$ cat src/rtl/ahb_master_arbiter_2x1.sv
// Two-master AHB-Lite arbiter: shares one system-bus slave path between the
// core (M0) and a second master (M1). A master that loses arbitration is
// captured into a pend buffer, stalled via its HREADY and replayed later.
module ahb_master_arbiter_2x1 #(
    parameter int unsigned AW       = 32,
    parameter int unsigned DW       = 64,
    parameter int unsigned ARB_MODE = 1
) (
    input  logic          HCLK,
    input  logic          HRESETn,
    input  logic [AW-1:0] HADDR_M0,
    input  logic [1:0]    HTRANS_M0,
    input  logic          HWRITE_M0,
    input  logic [2:0]    HSIZE_M0,
    input  logic [DW-1:0] HWDATA_M0,
    output logic          HREADY_M0,
    output logic [DW-1:0] HRDATA_M0,
    input  logic [AW-1:0] HADDR_M1,
    input  logic [1:0]    HTRANS_M1,
    input  logic          HWRITE_M1,
    input  logic [2:0]    HSIZE_M1,
    input  logic [DW-1:0] HWDATA_M1,
    output logic          HREADY_M1,
    output logic [DW-1:0] HRDATA_M1,
    output logic [AW-1:0] HADDR_S,
    output logic [1:0]    HTRANS_S,
    output logic          HWRITE_S,
    output logic [2:0]    HSIZE_S,
    output logic [DW-1:0] HWDATA_S,
    input  logic          HREADY_S,
    input  logic [DW-1:0] HRDATA_S,
    output logic          HMASTER_S
);

    typedef struct packed {
        logic [AW-1:0] addr;
        logic          write;
        logic [2:0]    size;
    } aphase_t;

    typedef enum logic [1:0] {
        OWN_NONE = 2'd0,
        OWN_M0   = 2'd1,
        OWN_M1   = 2'd2
    } owner_e;

    aphase_t     live_c [2];
    aphase_t     pend_q [2];
    aphase_t     sel_c;
    logic [1:0]  pend_valid_q;
    owner_e      owner_q;
    logic        last_grant_q;
    logic [1:0]  hready_m_c;
    logic [1:0]  acc_c;
    logic [1:0]  req_c;
    logic        issue_c;
    logic        issue_id_c;

    // Only HTRANS[1] qualifies a transfer; IDLE and BUSY look the same here.
    logic unused_trans_lsb;
    assign unused_trans_lsb = HTRANS_M0[0] ^ HTRANS_M1[0];

    // Live address phases, per-master ready, acceptance and request.
    always_comb begin
        live_c[0]     = '{addr: HADDR_M0, write: HWRITE_M0, size: HSIZE_M0};
        live_c[1]     = '{addr: HADDR_M1, write: HWRITE_M1, size: HSIZE_M1};
        hready_m_c[0] = (owner_q == OWN_M0) ? HREADY_S : ~pend_valid_q[0];
        hready_m_c[1] = (owner_q == OWN_M1) ? HREADY_S : ~pend_valid_q[1];
        acc_c         = {HTRANS_M1[1] & hready_m_c[1], HTRANS_M0[1] & hready_m_c[0]};
        req_c         = pend_valid_q | acc_c;
    end

    // Grant: only while the system bus is ready; held off during reset.
    always_comb begin
        issue_c    = 1'b0;
        issue_id_c = 1'b0;
        if (HRESETn && HREADY_S && (req_c != 2'b00)) begin
            issue_c = 1'b1;
            if (req_c == 2'b11) begin
                issue_id_c = (ARB_MODE == 0) ? 1'b0 : ~last_grant_q;
            end else begin
                issue_id_c = req_c[1];
            end
        end
    end

    // Shared address phase: pend buffer has precedence over the live inputs.
    always_comb begin
        sel_c = live_c[0];
        if (issue_c) begin
            sel_c = pend_valid_q[issue_id_c] ? pend_q[issue_id_c] : live_c[issue_id_c];
        end
    end

    assign HADDR_S   = sel_c.addr;
    assign HWRITE_S  = sel_c.write;
    assign HSIZE_S   = sel_c.size;
    assign HTRANS_S  = issue_c ? 2'b10 : 2'b00;
    assign HWDATA_S  = (owner_q == OWN_M1) ? HWDATA_M1 : HWDATA_M0;
    assign HRDATA_M0 = HRDATA_S;
    assign HRDATA_M1 = HRDATA_S;
    assign HMASTER_S = (owner_q == OWN_M1);
    assign HREADY_M0 = hready_m_c[0];
    assign HREADY_M1 = hready_m_c[1];

    // Pend buffers: capture an accepted but not issued transfer, clear on issue.
    always_ff @(posedge HCLK or negedge HRESETn) begin
        if (!HRESETn) begin
            pend_valid_q <= 2'b00;
            pend_q[0]    <= '0;
            pend_q[1]    <= '0;
        end else begin
            for (int i = 0; i < 2; i++) begin
                if (issue_c && (issue_id_c == 1'(i))) begin
                    pend_valid_q[i] <= 1'b0;
                end else if (acc_c[i]) begin
                    pend_valid_q[i] <= 1'b1;
                    pend_q[i]       <= live_c[i];
                end
            end
        end
    end

    // Data-phase owner advances with HREADY_S; round-robin history on issue.
    always_ff @(posedge HCLK or negedge HRESETn) begin
        if (!HRESETn) begin
            owner_q      <= OWN_NONE;
            last_grant_q <= 1'b1;
        end else begin
            if (HREADY_S) begin
                owner_q <= issue_c ? (issue_id_c ? OWN_M1 : OWN_M0) : OWN_NONE;
            end
            if (issue_c) begin
                last_grant_q <= issue_id_c;
            end
        end
    end

endmodule

$ cat config.mk
export PLATFORM = sky130hd
export DESIGN_NAME = ahb_master_arbiter_2x1
export DESIGN_NICKNAME = d
export VERILOG_FILES = /design/src/rtl/ahb_master_arbiter_2x1.sv
export SDC_FILE = /design/constraint.sdc
export NUM_CORES = 1
export LEC_CHECK = 0
export ABC_AREA = 1
export BUFFER_PORTS_ARGS = -buffer_cell sky130_fd_sc_hd__buf_4
export CAP_MARGIN = 15
export CORE_AREA = 2 2 197 199
export DETAILED_ROUTE_END_ITERATION = 16
export DIE_AREA = 0 0 199 201
export GPL_TIMING_DRIVEN = 0
export PLACE_DENSITY = 0.43
export SLEW_MARGIN = 10
export SYNTH_ARGS = -nofsm -noshare
export SYNTH_HDL_FRONTEND = slang
export SYNTH_SLANG_ARGS = --single-unit
$ cat constraint.sdc
create_clock -name HCLK -period 2.9 [get_ports HCLK]
set_clock_uncertainty 0.05 [all_clocks]
set_input_delay 0.29 -clock HCLK [delete_from_list [all_inputs] [get_ports HCLK]]
set_output_delay 0.29 -clock HCLK [all_outputs]
set_load 0.005 [all_outputs]
==> Word-level counts from Yosys, hierarchy flattened <==
Index checks and enable logic that the tools add are counted.
{ "word_totals": {"register_bits": 77, "inputBits": 271, "output_inout_bits": 233, "word_cells": 57} }
{ "classes": {"order_cmp": 2, "n_reduce_logical": 9, "n_bitwise": 10, "eq_ne": 3, "muxes": 23} }
{ "op_table": {"columns": ["op", "n"], "rows": [
  ["2-to-1 mux 36 bit", 8],
  ["2-to-1 mux 64 bit", 1],
  ["2-to-1 mux 1 bit", 11],
  ["2-to-1 mux 2 bit", 3],
  ["inverter 1 bit", 6],
  ["nonzero test 2 bit", 3],
  ["== test 2 bit (second input constant)", 2],
  ["logical AND 1 bit", 4],
  ["AND reduction 2 bit", 2],
  ["bitwise AND 1 bit", 2],
  ["== test 2 x 1 -> 1 bit (second input constant)", 1],
  ["greater-or-equal comparator 2 bit (second input constant)", 1],
  ["less-than comparator 1 x 2 -> 1 bit (second input constant)", 1],
  ["inverter 1 -> 2 bit", 1],
  ["bitwise OR 2 bit", 1]
]} }

==> Depth between registers and ports, before layout <==
{ "depth": {"ltp_word": 13, "mapped_depth": 15, "depth_no_buf": 13} }

==> Worst setup path after synthesis <==
Ideal clock, no wire load.
{ "synth_timing": {"path_kind": "reg2out", "start": "reg owner_q[1]", "end": "out HADDR_S[17]", "slack_ns": 1.072, "required_time_ns": 2.560, "arrival_time_ns": 1.488, "path_buffers": 2, "path_stages_with_launch": 16, "cell_sequence": "dfrtp_1 -> inv_1 -> nand2_1 -> nand2_1 -> nand3_1 -> nand2_1 -> nand2_2 -> nand3_2 -> buf_6 -> buf_2 -> nand2_1 -> nand2_1 -> nand2_1 -> nand2_1 -> nand2_1 -> nand2_1"} }
{ "synth_between": {"elab_chain_len": 13, "elab_cells_between_ends": 24, "cone_classes": "eq/ne: 3; mux: 15; bitwise: 4; reduce/logical: 2"} }
{ "synth_rtl": {"columns": ["element", "line", "text"], "rows": [
  ["from (decl)", "51", "owner_e owner_q;"],
  ["from (signal assigned)", "131", "owner_q <= issue_c ? (issue_id_c ? OWN_M1 : OWN_M0) : OWN_NONE;"],
  ["== test 2 x 1 -> 1 bit or == test 2 bit (tied branches)", "67, 68", null],
  ["2-to-1 mux 1 bit (on tied branches)", "67, 68", null],
  ["bitwise AND 1 bit", "69", "acc_c = {HTRANS_M1[1] & hready_m_c[1], HTRANS_M0[1] & hready_m_c[0]};"],
  ["bitwise OR 2 bit (*)", "70", "req_c = pend_valid_q | acc_c;"],
  ["== test 2 bit or nonzero test 2 bit (tied branches)", "79, 77", null],
  ["2-to-1 mux 1 bit or logical AND 1 bit (tied branches)", "79, 77", null],
  ["2-to-1 mux 1 bit", "77", "if (HRESETn && HREADY_S && (req_c != 2'b00)) begin"],
  ["inverter 1 -> 2 bit (not written as such)", "91", "sel_c = pend_valid_q[issue_id_c] ? pend_q[issue_id_c] : live_c[issue_id_c];"],
  ["2-to-1 mux 36 bit (not written as such) (3 in series)", "91", null],
  ["2-to-1 mux 36 bit", "91", null],
  ["2-to-1 mux 36 bit (*)", "90", "if (issue_c) begin"],
  ["to (decl)", "25", "output logic [AW-1:0] HADDR_S,"]
]} }
Every way passes the cells marked *; elsewhere a longest branch is shown, timed or not. The select of a mux whose other input is x is not followed.

==> Worst setup path after layout <==
{ "layout_timing": {"start": "reg owner_q[1]", "end": "out HADDR_S[11]"} }
The elaborated chain is that of the path after synthesis.

==> Implementation_results.wiki <==
{| class="wikitable"
! Metric !! Value
|-
| Run status || finished clean
|-
| Via-per-instance ratio || 4.10
|-
| Slowest cell on crit path || sky130_fd_sc_hd__dfrtp_1
|-
| Yosys top cell area share || 0.345
|-
| CTS tree || built
|-
| DRT iter0 DRCs || 513
|-
| Avg Inst Size Synth || 5.96 µm²
|-
| Proportion of layout cells with a drive suffix above 1 || 0.397
|-
| Worst hold path class || input pin to register
|-
| Area leader, netlist || sky130_fd_sc_hd__nand2_1
|-
| Core footprint || 38100 µm²
|-
| Dominant combinational cell family by area after synthesis || simple AND/OR/NAND/NOR gates
|-
| Area enclosed by the die boundary || 40000 µm²
|-
| Area growth from synthesis to final layout || 61.4%
|-
| Clock transition at the register clock pins on the worst setup and hold paths after CTS || 50 ps
|-
| Vert. Die Dim || 201 µm
|-
| Warnings from Yosys || 0
|-
| Effective utilization at floorplan || 0.182
|-
| Setup Viol. Count Final || 0
|-
| Number of vias in the routed layout || 8762
|-
| Detailed-routed wire length on met2 || 19.2 mm
|-
| Fraction of the mapped netlist area in adder cells || 0
|-
| Final #Nets || 1885
|-
| Worst min-delay path startpoint || HREADY_S
|-
| Clock net sink count || 77
|-
| Pre-Repair DR Iteration Count || 5
|-
| Worst IR drop on VDD || 277 µV
|-
| Number of setup buffers added after CTS || 0
|-
| Required time at the endpoint of the critical path || 2560 ps
|-
| Compound-Gate Fraction of Synth Area || 0.0571
|-
| Placement Cell Area || 10900 µm²
|-
| Count of non-filler cells in the finished layout || 2136
|-
| Slew @ Worst Pin || 637 ps
|-
| Arrival time of data at the critical path endpoint || 2370 ps
|-
| DRC violation count after routing || 0
|-
| Fin Setup TNS || 0 ps
|-
| Finished layout cell area || 11200 µm²
|-
| Worst slew margin relative to its limit || 0.575
|-
| Number of I/O port buffers || 436
|-
| Clock period minus worst slack || 2710 ps
|-
| Antenna violations before repair || 4
|-
| Clock latency of the later-clocked register in the worst-skew pair || 340 ps
|-
| Crit Path Category || register to output port
|-
| Placed wire-length estimate after detailed placement || 31.0 mm
|-
| Crit start category || register
|-
| Capturing element type of the critical path || output port
|-
| Number of global-route vias before repair || 8453
|-
| Critical path, cell by cell || inv_1 -> nand2_1 -> nand2_1 -> nand3_1 -> nand2_1 -> nand2_2 -> nand3_2 -> nand2_1 -> nand2_2 -> buf_2 -> nand2_1 -> nand2_1 -> nand2_1 -> nand2_1 -> buf_4
|-
| DR top layer || met5
|-
| Per-cell routed wire length || 17.6 µm
|-
| Area fraction in and, or, nand and nor cells after synthesis || 0.425
|-
| Critical path peak fanout || 10
|-
| Setup slack at placement || -548 ps
|-
| Core Rows || 72
|-
| Most frequent CP cell || sky130_fd_sc_hd__nand2_1
|-
| Mux share of post-synthesis cell area || 0
|-
| Max-cap violations || 0
|-
| Leak pwr || 6.63 nW
|-
| Net count after synthesis || 1436
|-
| CTS max path bufs || 2
|-
| Number of H-tree levels || 3
|-
| Cell area after synthesis || 6940 µm²
|-
| Sequential element share of the synthesized area || 0.278
|-
| Total track usage || 0.183
|-
| Die width || 199 µm
|-
| Sum of overflow across all layers after global routing || 0
|-
| Largest stage delay, worst path || 380 ps
|-
| Top area cells in the synthesized netlist || sky130_fd_sc_hd__nand2_1 34%, sky130_fd_sc_hd__dfrtp_1 27%, sky130_fd_sc_hd__buf_4 14%
|-
| Final weighted congestion in routability-driven placement || 0.919
|-
| Total placed cells including tap cells || 2119
|-
| Power per Cell Area || 705 nW/µm²
|-
| Global-route wire length before repair || 54.0 mm
|-
| FF+latch count, synth || 77
|-
| TritonCTS buffer count || 9
|-
| Fraction of synthesized cell area in xor and xnor cells || 0
|-
| Period Utilization, post-route || 0.933
|-
| Setup slack after layout || 194 ps
|-
| Max frequency || 369 MHz
|-
| Metal3 WL || 3.02 mm
|-
| Number of distinct library cell variants in the gate-level netlist after synthesis || 22
|-
| Final antenna-violating net count || 0
|-
| Slew Viols, Final || 0
|-
| Routed length on met1 || 15.1 mm
|-
| Worst setup startpoint || owner_q[1]
|-
| Maximum number of pins on one net before global-route repair || 77
|-
| Root Buffer Master || sky130_fd_sc_hd__clkbuf_16
|-
| Synth Instances || 1165
|-
| Number of placed I/O pins || 504
|-
| Reg2reg start || owner_q[1]
|-
| Setup repair after global routing missed its margin || false
|-
| Post-Route Hold Slack || 135 ps
|-
| Final wirelength || 37.6 mm
|-
| Number of hold-slack violations in the final timing report || 0
|}
==> Yosys cell counts <==
cell / count
sky130_fd_sc_hd__buf_4: 134
sky130_fd_sc_hd__buf_1: 4
sky130_fd_sc_hd__nand2_2: 4
sky130_fd_sc_hd__clkbuf_1: 25
sky130_fd_sc_hd__dfrtp_1: 76
sky130_fd_sc_hd__o21ai_0: 49
sky130_fd_sc_hd__nand2_1: 638
sky130_fd_sc_hd__dfstp_2: 1
sky130_fd_sc_hd__nand4_1: 74
sky130_fd_sc_hd__a21oi_4: 1
sky130_fd_sc_hd__conb_1: 1
sky130_fd_sc_hd__o21ai_1: 25
sky130_fd_sc_hd__clkbuf_2: 1
sky130_fd_sc_hd__buf_6: 5
sky130_fd_sc_hd__buf_2: 34
sky130_fd_sc_hd__inv_2: 4
sky130_fd_sc_hd__nand2_4: 1
sky130_fd_sc_hd__nand3_2: 3
sky130_fd_sc_hd__a21oi_1: 2
sky130_fd_sc_hd__nand3_4: 1
sky130_fd_sc_hd__inv_1: 80
sky130_fd_sc_hd__nand3_1: 2
==> metal layers <==
metal	vias to the layer above	track usage
met4	6	0.0213
met3	19	0.0499
met1	4047	0.219
li1	4352	-
met2	338	0.331
met5	-	0
==> report_power, final <==
part / internal (W) / total, W / switching (W)
registers: 0.00159 / 0.00185 / 0.000261
clock network: 0.000618 / 0.00107 / 0.000452
logic: 0.00198 / 0.00498 / 0.00300
total: 0.00419 / 0.00790 / 0.00371
==> cell usage in the layout (no fill, tap or decap), drive strengths merged <==
master	Yosys	layout
dlygate4sd3	0	1
nand4	74	74
buf	177	608
dfstp	1	1
a21oi	3	3
nand3	6	6
inv	84	84
clkbuf	26	45
nand2	643	643
clkinvlp	0	1
diode	0	1
dfrtp	76	76
o21ai	74	74
conb	1	1
==> flip-flops by register name (all words and copies together), names as in the netlist <==
register	cells
pend_q	72
last_grant_q	1
owner_q	2
pend_valid_q	2
==> per-stage QoR <==
step                power, W  utilization
finish               0.00790        0.294
global route         0.00862        0.294
CTS                  0.00802        0.293
detailed placement   0.00691        0.285
global placement     0.00688        0.285
floorplan            0.00456            -
==> worst max-delay path: cells and delay by family, from the launching register on <==
family / cells / cell delay (ps)
buffers and inverters: 3 / 500
DFF: 1 / 380
and+or+nand+nor: 12 / 1130
==> path summary, 6_finish.rpt <==
path | cells past startpoint | slack [ps] | endpoint
setup / recovery | 15 | 190 | HADDR_S[11]
hold / removal | 2 | 140 | owner_q[0]
setup reg to reg | 10 | 800 | pend_q[32]
min in group asynchronous | 2 | 640 | last_grant_q
hold reg to reg | 2 | 420 | last_grant_q
max in group asynchronous | 3 | 1720 | owner_q[1]
==> kinds of logic after synthesis <==
kind of cell | after synthesis
simple gates | 723
buf+inv | 287
flops | 77
compound gates | 77
other cells | 1
==> cell type report <==
| cell class | instances | area [µm²] |
|---|---|---|
| fillers | 4359 | 26900 |
| inverters | 84 | 315 |
| repair buffers | 438 | 3320 |
| well taps | 518 | 648 |
| flip-flops and latches | 77 | 1930 |
| clock inverters | 1 | 7.51 |
| plain buffers | 203 | 1370 |
| clock buffers | 13 | 260 |
| diodes | 1 | 2.50 |
| multi-input cells | 801 | 3350 |
==> timing repair <==
item                                    in CTS  in global routing
resized for setup                            3                 14
endpoints found under the setup margin      36                 28
hold endpoints to repair                    76                  0
hold buffers                                 2                  0
Note: power is estimated with default switching activity, not from simulation.
